## src/rtl/pipe_ctrl.sv

```systemverilog
// Pipeline sequencing controller: drives ld/clr of the four pipeline registers and
// the PC load, resolving load-use, branch flush and data-memory waits with timeout.
module pipe_ctrl #(
    parameter int REG_W       = 5,
    parameter int CNT_W       = 16,
    parameter int INIT_CYCLES = 4,
    parameter int MEM_TIMEOUT = 8
) (
    input  logic             clk,
    input  logic             rst,
    input  logic [REG_W-1:0] id_rs1,
    input  logic [REG_W-1:0] id_rs2,
    input  logic             id_uses_rs2,
    input  logic [REG_W-1:0] ex_rd,
    input  logic             ex_mem_read,
    input  logic             ex_branch_taken,
    input  logic             mem_req,
    input  logic             mem_ready,
    input  logic             stat_clr,
    output logic             pc_ld,
    output logic             ifid_ld,
    output logic             ifid_clr,
    output logic             idex_ld,
    output logic             idex_clr,
    output logic             exmem_ld,
    output logic             exmem_clr,
    output logic             memwb_ld,
    output logic             memwb_clr,
    output logic             busy,
    output logic             mem_err,
    output logic [CNT_W-1:0] stall_cnt,
    output logic [CNT_W-1:0] flush_cnt
);

    localparam int INIT_W = $clog2(INIT_CYCLES + 1);
    localparam int WAIT_W = $clog2(MEM_TIMEOUT + 1);
    localparam logic [INIT_W-1:0] INIT_LAST = INIT_W'(INIT_CYCLES - 1);
    localparam logic [WAIT_W-1:0] WAIT_LAST = WAIT_W'(MEM_TIMEOUT - 1);

    typedef enum logic [1:0] {
        S_INIT,
        S_RUN,
        S_MEM_WAIT,
        S_ERROR
    } state_t;

    state_t            state, state_d;
    logic [INIT_W-1:0] init_cnt, init_cnt_d;
    logic [WAIT_W-1:0] wait_cnt, wait_cnt_d;
    logic              stall_ev, flush_ev;
    logic              mem_stall, load_use;

    function automatic logic [CNT_W-1:0] sat_inc(input logic [CNT_W-1:0] v);
        return (v == '1) ? v : v + 1'b1;
    endfunction

    assign mem_stall = mem_req & ~mem_ready;
    assign load_use  = ex_mem_read & (ex_rd != '0) &
                       ((ex_rd == id_rs1) | (id_uses_rs2 & (ex_rd == id_rs2)));
    assign busy      = (state != S_RUN);

    always_comb begin
        state_d    = state;
        init_cnt_d = init_cnt;
        wait_cnt_d = wait_cnt;
        stall_ev   = 1'b0;
        flush_ev   = 1'b0;
        pc_ld      = 1'b0;
        ifid_ld    = 1'b0;
        idex_ld    = 1'b0;
        exmem_ld   = 1'b0;
        memwb_ld   = 1'b0;
        ifid_clr   = 1'b0;
        idex_clr   = 1'b0;
        exmem_clr  = 1'b0;
        memwb_clr  = 1'b0;
        case (state)
            S_INIT: begin
                ifid_clr  = 1'b1;
                idex_clr  = 1'b1;
                exmem_clr = 1'b1;
                memwb_clr = 1'b1;
                if (init_cnt == INIT_LAST) begin
                    state_d    = S_RUN;
                    init_cnt_d = '0;
                end else begin
                    init_cnt_d = init_cnt + 1'b1;
                end
            end
            S_RUN: begin
                pc_ld    = 1'b1;
                ifid_ld  = 1'b1;
                idex_ld  = 1'b1;
                exmem_ld = 1'b1;
                memwb_ld = 1'b1;
                if (mem_stall) begin
                    // Freeze everything up to MEM; bubble into WB.
                    pc_ld      = 1'b0;
                    ifid_ld    = 1'b0;
                    idex_ld    = 1'b0;
                    exmem_ld   = 1'b0;
                    memwb_clr  = 1'b1;
                    stall_ev   = 1'b1;
                    wait_cnt_d = '0;
                    state_d    = S_MEM_WAIT;
                end else if (ex_branch_taken) begin
                    ifid_clr = 1'b1;
                    idex_clr = 1'b1;
                    flush_ev = 1'b1;
                end else if (load_use) begin
                    pc_ld    = 1'b0;
                    ifid_ld  = 1'b0;
                    idex_clr = 1'b1;
                    stall_ev = 1'b1;
                end
            end
            S_MEM_WAIT: begin
                if (mem_ready) begin
                    // Completion takes precedence over a timeout in the same cycle.
                    pc_ld    = 1'b1;
                    ifid_ld  = 1'b1;
                    idex_ld  = 1'b1;
                    exmem_ld = 1'b1;
                    memwb_ld = 1'b1;
                    state_d  = S_RUN;
                end else begin
                    memwb_ld  = 1'b1;
                    memwb_clr = 1'b1;
                    stall_ev  = 1'b1;
                    if (wait_cnt == WAIT_LAST) begin
                        state_d = S_ERROR;
                    end else begin
                        wait_cnt_d = wait_cnt + 1'b1;
                    end
                end
            end
            default: begin
                state_d = S_ERROR;
            end
        endcase
    end

    always_ff @(posedge clk or negedge rst) begin
        if (!rst) begin
            state    <= S_INIT;
            init_cnt <= '0;
            wait_cnt <= '0;
            mem_err  <= 1'b0;
        end else begin
            state    <= state_d;
            init_cnt <= init_cnt_d;
            wait_cnt <= wait_cnt_d;
            mem_err  <= mem_err | (state_d == S_ERROR);
        end
    end

    always_ff @(posedge clk or negedge rst) begin
        if (!rst) begin
            stall_cnt <= '0;
            flush_cnt <= '0;
        end else if (stat_clr) begin
            stall_cnt <= '0;
            flush_cnt <= '0;
        end else begin
            if (stall_ev) stall_cnt <= sat_inc(stall_cnt);
            if (flush_ev) flush_cnt <= sat_inc(flush_cnt);
        end
    end

endmodule

```

## config.mk

```make
export PLATFORM = sky130hd
export DESIGN_NAME = pipe_ctrl
export DESIGN_NICKNAME = d
export VERILOG_FILES = /design/src/rtl/pipe_ctrl.sv
export SDC_FILE = /design/constraint.sdc
export NUM_CORES = 1
export LEC_CHECK = 0
export BUFFER_PORTS_ARGS = -buffer_cell sky130_fd_sc_hd__buf_2
export CAP_MARGIN = 0
export CORE_MARGIN = 4
export CORE_UTILIZATION = 30
export DETAILED_ROUTE_END_ITERATION = 16
export GPL_TIMING_DRIVEN = 0
export PLACE_DENSITY = 0.5
export SLEW_MARGIN = 20
export SYNTH_ARGS = -nofsm -noshare
export SYNTH_HDL_FRONTEND = slang
export SYNTH_SLANG_ARGS = --single-unit
export TNS_END_PERCENT = 100
```

## constraint.sdc

```tcl
create_clock -name clk -period 3.2 [get_ports clk]
set_input_delay 0.16 -clock clk [delete_from_list [all_inputs] [get_ports clk]]
set_output_delay 0.16 -clock clk [all_outputs]
set_load 0.05 [all_outputs]
```

==> results of run 1 <==
==> cell usage after synthesis, types with 2 or more instances <==
master	instances	area share (%)
or3_1	8	2.0
nand4b_1	6	2.1
or2_1	2	0.50
dfrtp_1	42	42
a21oi_1	23	4.6
mux2i_1	3	1.2
and2_1	4	1.0
o21ai_0	8	1.6
ha_1	8	4.0
buf_1	2	0.30
nor2_1	25	3.7
nand4_1	7	1.7
xnor2_1	17	5.9
or4_1	2	0.60
a311oi_2	2	1.2
o21ai_1	13	2.6
buf_6	2	0.90
nand2_1	30	4.5
buf_4	3	0.90
and4_1	5	1.7
and3_1	7	1.7
nor3_1	5	1.0
a21o_1	2	0.60
xor2_1	7	2.4
inv_2	2	0.30
inv_1	8	1.2
nor2b_1	2	0.50
clkbuf_1	4	0.60
nand3_1	9	1.8
==> path summary, 6_finish.rpt <==
check	slack [ns]	depth (start not counted)	startpoint	to
max in group asynchronous	2.41	2	rst	flush_cnt[15]$_DFFE_PN0P_
setup / recovery	0.83	9	stall_cnt[0]$_DFFE_PN0P_	stall_cnt[9]$_DFFE_PN0P_
setup reg to reg	0.83	9	stall_cnt[0]$_DFFE_PN0P_	stall_cnt[9]$_DFFE_PN0P_
min in group asynchronous	0.39	2	rst	stall_cnt[11]$_DFFE_PN0P_
hold reg to reg	0.48	1	mem_err$_DFF_PN0_	mem_err$_DFF_PN0_
hold / removal	0.18	2	stat_clr	stall_cnt[10]$_DFFE_PN0P_
==> sequential cells by signal, summed over array words and instances, names as in the netlist <==
| signal | flops |
|---|---|
| stall_cnt | 16 |
| init_cnt | 3 |
| wait_cnt | 4 |
| mem_err | 1 |
| flush_cnt | 16 |
| state | 2 |
==> what timing repair did <==
| action | in CTS | in global routing |
|---|---|---|
| hold buffers | 0 | 1 |
| setup buffers | 0 | 0 |
| hold endpoints to repair | 0 | 42 |
==> cell families (layout without fill, tap and decap cells) <==
group / count (synthesis) / after routing / synth area share (%)
multiplexers: 5 / 5 / 2.10
buffers and inverters: 22 / 95 / 4.39
flip-flops: 42 / 42 / 41.9
AND/OR/NAND/NOR: 116 / 116 / 24.3
AO/OA/AOI/OAI: 61 / 61 / 14.9
XOR/XNOR: 24 / 24 / 8.39
adder cells (fa/ha/maj): 8 / 8 / 3.99
==> cell type report <==
cell class	count	area [um2]
inverter	10	37.5
clock buffer	6	72.6
timing repair buffer	65	333
multi-input combinational	214	1350
buffer	12	72.6
fill	870	5090
sequential	42	1050
tap	105	131
clock inverter	2	37.5
==> per-stage QoR <==
stage / setup WS [ns] / std cells / cell area, um2 / total power, uW
2_1_floorplan: 0.0900 / 278 / 2510 / 568
3_3_place_gp: 0.870 / 447 / 2960 / 604
3_5_place_dp: 0.840 / 447 / 2960 / 604
4_1_cts: 0.814 / 455 / 3070 / 1040
5_1_grt: 0.676 / 456 / 3080 / 1070
6_report: 0.829 / 456 / 3080 / 1010
==> critical path, cell delays in order (launching register included) <==
cell and delay (ns):
dfrtp_1 0.44, ha_1 0.23, and2_4 0.16, and3_1 0.18, buf_6 0.14, a311oi_2 0.33
a21o_1 0.16, buf_4 0.17, nand4_1 0.12, mux2_1 0.32
==> metal layers <==
metal	vias up	wire (um)	GRT usage, %
li1	1127	-	-
met1	1064	2980	17.3
met2	56	2900	20.9
met3	3	342	2.38
met4	0	36	4.52
met5	-	0	0
==> power by group through the flow <==
| stage | Sequential (uW) | Combinational [uW] | Clock (uW) |
|---|---|---|---|
| floorplan | 542 | 25.8 | 0 |
| global placement | 542 | 61.5 | 0 |
| detailed placement | 542 | 61.6 | 0 |
| CTS | 532 | 61.8 | 442 |
| global route | 532 | 70.9 | 466 |
| finish | 532 | 61.2 | 422 |
==> results.md, run 1 <==
* Run status: completed
* Skew final at 0.00499 ns
* Setup CP Type: flop to flop
* Sw Share at between 20% and 30%
* Nets@finish at 381
* Top_reg_cell synth: dfrtp_1
* GPL Wtd Cong at 0.835
* Core area at ~8200 um2
* Synth Cell Area at between 2000 and 3000 um2
* Row count at 33
* Slew Viols, Final at 0
* Detailed Place HPWL at about 4600 um
* Diode count at 0
* Synth Instances at approximately 280
* Switching Power at 226 uW
* Final hold slack at approximately 0.18 ns
* Hold Vio Cnt, Final at 0
* Initial antenna violation count at 0
* Ys async rst share at between 90% and 100%
* Share of layout cells above drive strength 1 at between 20 and 25%
* TritonCTS clock tree: done
* Syn nets at roughly 300
* Detailed Route WL at about 6300 um
* Syn avg cell area at ~9 um2
* Vert. Die Dim at approximately 100 um
* Total global-route track usage at between 10% and 20%
* Worst-Skew Late Latency at roughly 0.29 ns
* Hold crit path type: input pin to flop
* Post_cts resized at 0
* GRT overflow at 0
* Starting Density at a little under a third
* Tcrit/Tclk final at about 74%
* CP max FO at 9
* WP data required at ~3.4 ns
* Reg power frac at 52.4%
* CTS root buffer: clkbuf_8
* DRT iter0 DRCs at 51
* Final Setup Violations at 0
* #FFs+latches synth at 42
* Worst slew margin at roughly three fifths
* Area growth from synthesis to layout at 23.1%
* Most common cell after layout, fill and taps aside: buf_2
* Comb power frac at around 6.0%
* Critical Path Source Type: flop
* Max-cap violations at 0
* Port Buffers at 64
* Total number of vias at approximately 2300
* Num Clock Sinks at 42
* F_max at 0.422 GHz
* P_leak at ~0.0014 uW
* First-pass GRT wire length at between 10000 and 15000 um
* Io pins at 66
* Worst vdd ir at around 160 uV
* Post-DRT Antenna Nets at 0
* Distinct cells, synth at 49
* Most frequent cells in the layout: 64 x buf_2, 42 x dfrtp_1, 30 x nand2_1
* Internal at ~800 uW
* Largest net degree at the start of global routing at between 40 and 50
* Synth warn at 0
* DRT Pass-1 Iters at 4
* Clock Path Buffers at 2
* Clock transition at path regs at around 0.080 ns
* Die ar. at between 9000 and 10000 um2
* Vias in the first global route at roughly 2200
* Clock buffers created by TritonCTS at 5
* Remaining DRCs at 0
* CP Data Arrival Time at roughly 2.6 ns
* Clock power frac at between 40% and 50%
* Worst-margin pin slew at 0.581 ns
* Min cycle time layout at ~2.4 ns
* Htree depth at 2
* Final setup TNS at 0 ns
* EDFF count, synth at 0
* Per-cell routed wire length at about 14 um
* Unrepaired setup endpoints after global routing: false
* Post-layout util at 37.7%
* Via density at between 4 and 5
* Pwr Density at 329 nW/um2
* Register area share after synthesis at about two fifths
* CP endpoint kind: flop
* Die extent in x at 99.4 um
Power figures use the tool's default switching activity.
==> run 2, diff against run 1 <==
- clock period: 3.2 -> 2.31 ns (I/O delays scaled with it)
==> run 2 against run 1 <==
  * First-iteration DRC count fell by 16%
  * Critical path depth did not move
  * Routed wire length rose by 3.9%
  * Non-clock buffer count rose by 7
  * Critical endpoint is now stall_cnt[3]$_DFFE_PN0P_
  * Largest cell class unchanged
  * Power rose by 26%
==> results.md, run 2 (same netlist as run 1, synthesis figures left out) <==
* Initial antenna violation count at 0 (unchanged)
* CP Data Arrival Time at 2.45 ns (-0.10 ns)
* Htree depth at 2 (unchanged)
* Worst vdd ir at 185 uV (+17%)
* Via density at 4.94 (+0.11%)
* CP bufs+invs at 2 (unchanged)
* Cell family with most CP delay: simple AND/OR/NAND/NOR gates
* Starting Density at 30.7% (unchanged)
* FF-to-FF Start: stall_cnt[0]$_DFFE_PN0P_
* Per-cell routed wire length at 14.1 um (+2.6%)
* Total number of vias at 2282 (+1.4%)
* Diode count at 0 (unchanged)
* GRT overflow at 0 (unchanged)
* Nets@finish at 388 (+1.8%)
* Cell mode on critical path: buf_6
* Hold Vio Cnt, Final at 0 (unchanged)
* Skew final at 0.00648 ns (+0.00148 ns)
* Hold crit path type: input pin to flop
* P_leak at 0.00142 uW (+1.0%)
* Tcrit/Tclk final at 96.4% (+22 points)
* Port Buffers at 64 (unchanged)
* CP max FO at 7 (-2)
* Die extent in x at 99.4 um (unchanged)
* DRT Pass-1 Iters at 4 (unchanged)
* Critical Path Start: stall_cnt[0]$_DFFE_PN0P_
* Slew Viols, Final at 0 (unchanged)
* CP endpoint kind: flop
* Run status: completed
* Worst slew margin at 58.2% (-2.9 points)
* Num Clock Sinks at 42 (unchanged)
* Critical Path Source Type: flop
* Worst-margin pin slew at 0.627 ns (+0.0465 ns)
* Met3 WL at 311 um (-9.1%)
* Setup slack, reg-to-reg at 0.08 ns (-0.75 ns)
* Total global-route track usage at 13.2% (+0.27 points)
* CP max stage cell: dfrtp_2
* Share of layout cells above drive strength 1 at 30.8% (+6.0 points)
* Met1 WL at 3130 um (+5.2%)
* Vias in the first global route at 2181 (-0.46%)
* Worst path max stage delay at 0.45 ns (about the same)
* Pwr Density at 396 nW/um2 (+21%)
* Non-filler instance count after layout at 462 (+1.3%)
* Die ar. at 9880 um2 (unchanged)
* WP data required at 2.53 ns (-0.85 ns)
* TritonCTS clock tree: done
* Worst-Skew Late Latency at 0.29 ns (about the same)
* First-pass GRT wire length at 10700 um (+2.2%)
* DRT iter0 DRCs at 43 (-16%)
* Met2 routed WL at 2970 um (+2.5%)
* Vert. Die Dim at 99.4 um (unchanged)
* Clock buffers created by TritonCTS at 5 (unchanged)
* Max-cap violations at 0 (unchanged)
* Most frequent cells in the layout: 65 x buf_2, 37 x dfrtp_1, 30 x nand2_1
* Area growth from synthesis to layout at 28.7%
* Largest net degree at the start of global routing at 43 (unchanged)
* Most common cell after layout, fill and taps aside: buf_2
* Setup CP Type: flop to flop
* GPL Wtd Cong at 0.847 (+1.4%)
* DP Cell Count at 447 (unchanged)
* Final hold slack at 0.127 ns (-0.0507 ns)
* Min cycle time layout at 2.23 ns (-0.143 ns)
* Clock Path Buffers at 2 (unchanged)
* Post-DRT Antenna Nets at 0 (unchanged)
* Io pins at 66 (unchanged)
* Hold_sp: stat_clr
* Detailed Place HPWL at 4610 um (-0.91%)
* CTS root buffer: clkbuf_8
* Clock transition at path regs at 0.08 ns (about the same)
* F_max at 0.449 GHz (+6.4%)
* Core area at 8180 um2 (unchanged)
* Row count at 33 (unchanged)
* Remaining DRCs at 0 (unchanged)
* Detailed Route WL at 6500 um (+3.9%)
* Biggest regs: flush_cnt x16, stall_cnt x16, wait_cnt x4
* Final Setup Violations at 0 (unchanged)
* CP Cell Sequence: ha_4, and2_4, and3_4, buf_6, a311oi_4, a21oi_4, buf_6, or3_1, a21oi_2
* Top routing layer in use: met4
[run 2: cell count changes in the layout (fill, tap and decap cells not counted), sizes merged]
cell and delta:
buf +7, bufinv -1, clkbuf +1, clkinvlp -1
[run 2: final timing paths]
path                                        endpoint  cells after the start
setup / recovery            stall_cnt[3]$_DFFE_PN0P_                      9
hold / removal             stall_cnt[10]$_DFFE_PN0P_                      2
setup reg to reg            stall_cnt[3]$_DFFE_PN0P_                      9
hold reg to reg                    mem_err$_DFF_PN0_                      1
max in group asynchronous         state[0]$_DFF_PN0_                      2
min in group asynchronous  stall_cnt[11]$_DFFE_PN0P_                      2
[run 2: per-layer routing]
layer	up-vias	global-route usage [%]
li1	1134	-
met1	1091	18.3
met2	52	20.7
met3	5	2.81
met4	0	3.89
met5	-	0
[run 2: power by group]
group	leakage [uW]	switching (uW)	internal [uW]
registers	0.000563	1.15	735
clock network	0.0000383	248	209
logic	0.000821	51.4	33.6
[run 2: layout make-up]
type                    count  area, um2
fillers                   859       4950
multi-input cells         214       1460
flip-flops and latches     42       1060
repair buffers             72        383
well taps                 105        131
clock buffers               7       76.3
plain buffers              12       76.3
inverters                  10       37.5
[run 2: per-stage QoR]
stage	utilization, %	total power (uW)	setup WS [ns]	instance area (um2)	setup TNS, ns
6_report	39.5	1280	0.0823	3230	0
4_1_cts	37.6	1300	0.00672	3070	0
3_5_place_dp	36.6	836	-0.0105	2990	-0.0125
5_1_grt	39.5	1340	-0.0190	3230	-0.0228
2_1_floorplan	-	787	0.00715	2540	0
3_3_place_gp	36.6	836	0.0223	2990	0
[run 2: what timing repair did]
action,in CTS,in global routing
cloned,0,1
resized for setup,1,18
pin swaps,0,6
setup endpoints to repair,8,10
hold buffers,0,1
buffers inserted,0,6
endpoints found under the hold margin,0,42
==> run 3, diff against run 2 <==
- RECOVER_POWER: not set -> 100
==> run 3 against run 2 <==
  * Non-clock buffer count stayed put
  * Core utilization is 0.061 points lower
  * First-iteration DRC count stayed put
  * Via count stayed put
  * Sequential cell count stayed put
  * Highest routed layer unchanged
==> results.md, run 3 (same netlist as run 1, synthesis figures left out) <==
* Htree depth at 2 (unchanged)
* DRT Pass-1 Iters at 4 (unchanged)
* Row count at 33 (unchanged)
* Per-cell routed wire length at 14.1 um (about the same)
* WP data required at 2.53 ns (about the same)
* Vert. Die Dim at 99.4 um (unchanged)
* Min cycle time layout at 2.23 ns (-0.0000390 ns)
* Worst Slack Setup Final at 0.0824 ns (+0.0000390 ns)
* Starting Density at 30.7% (unchanged)
* Detailed Route WL at 6500 um (about the same)
* DRT iter0 DRCs at 43 (unchanged)
* Port Buffers at 64 (unchanged)
* P_leak at 0.00142 uW (-0.43%)
* Internal at 977 uW (about the same)
* Clock Path Buffers at 2 (unchanged)
* Setup CP Type: flop to flop
* Pwr Density at 397 nW/um2 (+0.11%)
* Tcrit/Tclk final at 96.4% (about the same)
* Most frequent cells in the layout: 63 x buf_2, 37 x dfrtp_1, 30 x nand2_1
* Share of layout cells above drive strength 1 at 30.3% (-0.56 points)
* GRT overflow at 0 (unchanged)
* Post-route cell area at 3220 um2 (-0.16%)
* Die extent in x at 99.4 um (unchanged)
* First-pass GRT wire length at 10700 um (unchanged)
* Clock power frac at 35.8% (about the same)
* Most common cell after layout, fill and taps aside: buf_2
* Biggest regs: flush_cnt x16, stall_cnt x16, wait_cnt x4
* Hold Vio Cnt, Final at 0 (unchanged)
* Sw Share at 23.5% (about the same)
* Reg power frac at 57.6% (about the same)
* Worst-Skew Late Latency at 0.29 ns (about the same)
* Worst vdd ir at 185 uV (about the same)
* Critical Path Source Type: flop
* Max-cap violations at 0 (unchanged)
* Total number of vias at 2282 (unchanged)
* Largest net degree at the start of global routing at 43 (unchanged)
* Io pins at 66 (unchanged)
* Worst-margin pin slew at 1.09 ns (+0.467 ns)
* Initial antenna violation count at 0 (unchanged)
* Cell Area, Placed at 2990 um2 (unchanged)
* Comb power frac at 6.6% (about the same)
* Diode count at 0 (unchanged)
* Via density at 4.94 (unchanged)
* Clock transition at path regs at 0.08 ns (about the same)
* CP Data Arrival Time at 2.45 ns (about the same)
* Worst slew margin at 27.1% (-31 points)
* Number of fill cells at 860 (+0.12%)
* CP max FO at 7 (unchanged)
* Vias in the first global route at 2181 (unchanged)
* Nets@finish at 388 (unchanged)
* Clock buffers created by TritonCTS at 5 (unchanged)
* GPL Wtd Cong at 0.847 (unchanged)
* Setup Slack @ Placement at -0.0105 ns (unchanged)
* DP Cell Count at 447 (unchanged)
* Num Clock Sinks at 42 (unchanged)
* Slew Viols, Final at 0 (unchanged)
* Area growth from synthesis to layout at 28.5%
* Post-DRT Antenna Nets at 0 (unchanged)
* Switching Power at 301 uW (about the same)
* F_max at 0.449 GHz (about the same)
* Total global-route track usage at 13.2% (unchanged)
* TritonCTS clock tree: done
* Non-filler instance count after layout at 462 (unchanged)
* Run status: completed
* Die ar. at 9880 um2 (unchanged)
* Skew final at 0.00646 ns (-0.0000184 ns)
* Detailed Place HPWL at 4610 um (unchanged)
* Core area at 8180 um2 (unchanged)
* CP endpoint kind: flop
* Final Setup Violations at 0 (unchanged)
* Seq. cell area at 1060 um2 (unchanged)
* Multi-input gate area at 1460 um2 (unchanged)
* Remaining DRCs at 0 (unchanged)
* Hold crit path type: input pin to flop
* CTS root buffer: clkbuf_8
## run 3: changes by cell type in the layout (fill, tap and decap cells not counted)
cell	before	now
clkbuf_2	0	1
clkbuf_1	6	8
buf_4	9	8
buf_2	65	63
## run 3: stage by stage
step	hold slack, ns	power, uW	setup TNS (ns)	util [%]
floorplan	-0.180	787	0	-
global placement	0.339	836	0	36.6
detailed placement	0.345	836	-0.0125	36.6
CTS	0.0320	1300	0	37.6
global route	0.169	1340	-0.0228	39.4
finish	0.127	1280	0	39.4
## run 3: timing repair
action                                 in CTS  in global routing
buffers inserted                            0                  6
endpoints found under the hold margin       0                 42
hold buffers                                0                  1
pin swaps                                   0                  6
setup endpoints to repair                   8                 10
cloned                                      0                  1
resized for setup                           1                 18
## run 3: worst paths after layout
path | startpoint | slack, ns | cells past startpoint | endpoint
worst min-delay path | stat_clr | 0.13 | 2 | stall_cnt[10]$_DFFE_PN0P_
worst min register to register | mem_err$_DFF_PN0_ | 0.46 | 1 | mem_err$_DFF_PN0_
min in group asynchronous | rst | 0.57 | 2 | stall_cnt[11]$_DFFE_PN0P_
worst max register to register | stall_cnt[0]$_DFFE_PN0P_ | 0.08 | 9 | stall_cnt[3]$_DFFE_PN0P_
worst max-delay path | stall_cnt[0]$_DFFE_PN0P_ | 0.08 | 9 | stall_cnt[3]$_DFFE_PN0P_
max in group asynchronous | rst | 0.99 | 2 | state[0]$_DFF_PN0_
## run 3: cell type report
class | count | share of cell area (%)
multi-input combinational | 214 | 45.5
sequential | 42 | 32.8
timing repair buffer | 72 | 11.7
tap | 105 | 4.08
clock buffer | 7 | 2.37
buffer | 12 | 2.37
inverter | 10 | 1.17
## run 3: worst max-delay path, stage by stage (launching register included)
cell and delay [ns]:
dfrtp_2 0.45, ha_4 0.17, and2_4 0.15, and3_4 0.17
buf_6 0.13, a311oi_4 0.31, a21oi_4 0.12, buf_6 0.15
or3_1 0.36, a21oi_2 0.14
## run 3: per-layer routing
layer	global-route usage [%]	up-vias	share of wire, %
li1	-	1135	-
met1	18.3	1090	48
met2	20.7	52	46
met3	2.81	5	4.8
met4	3.89	0	1.3
met5	0	-	0
## run 3: power groups by stage
| stage | clock (uW) | combinational, uW | sequential [uW] |
|---|---|---|---|
| detailed placement | 0 | 85.1 | 751 |
| floorplan | 0 | 35.8 | 751 |
| global route | 503 | 97.9 | 737 |
| finish | 457 | 84.4 | 736 |
| global placement | 0 | 84.5 | 751 |
| CTS | 480 | 85.7 | 736 |
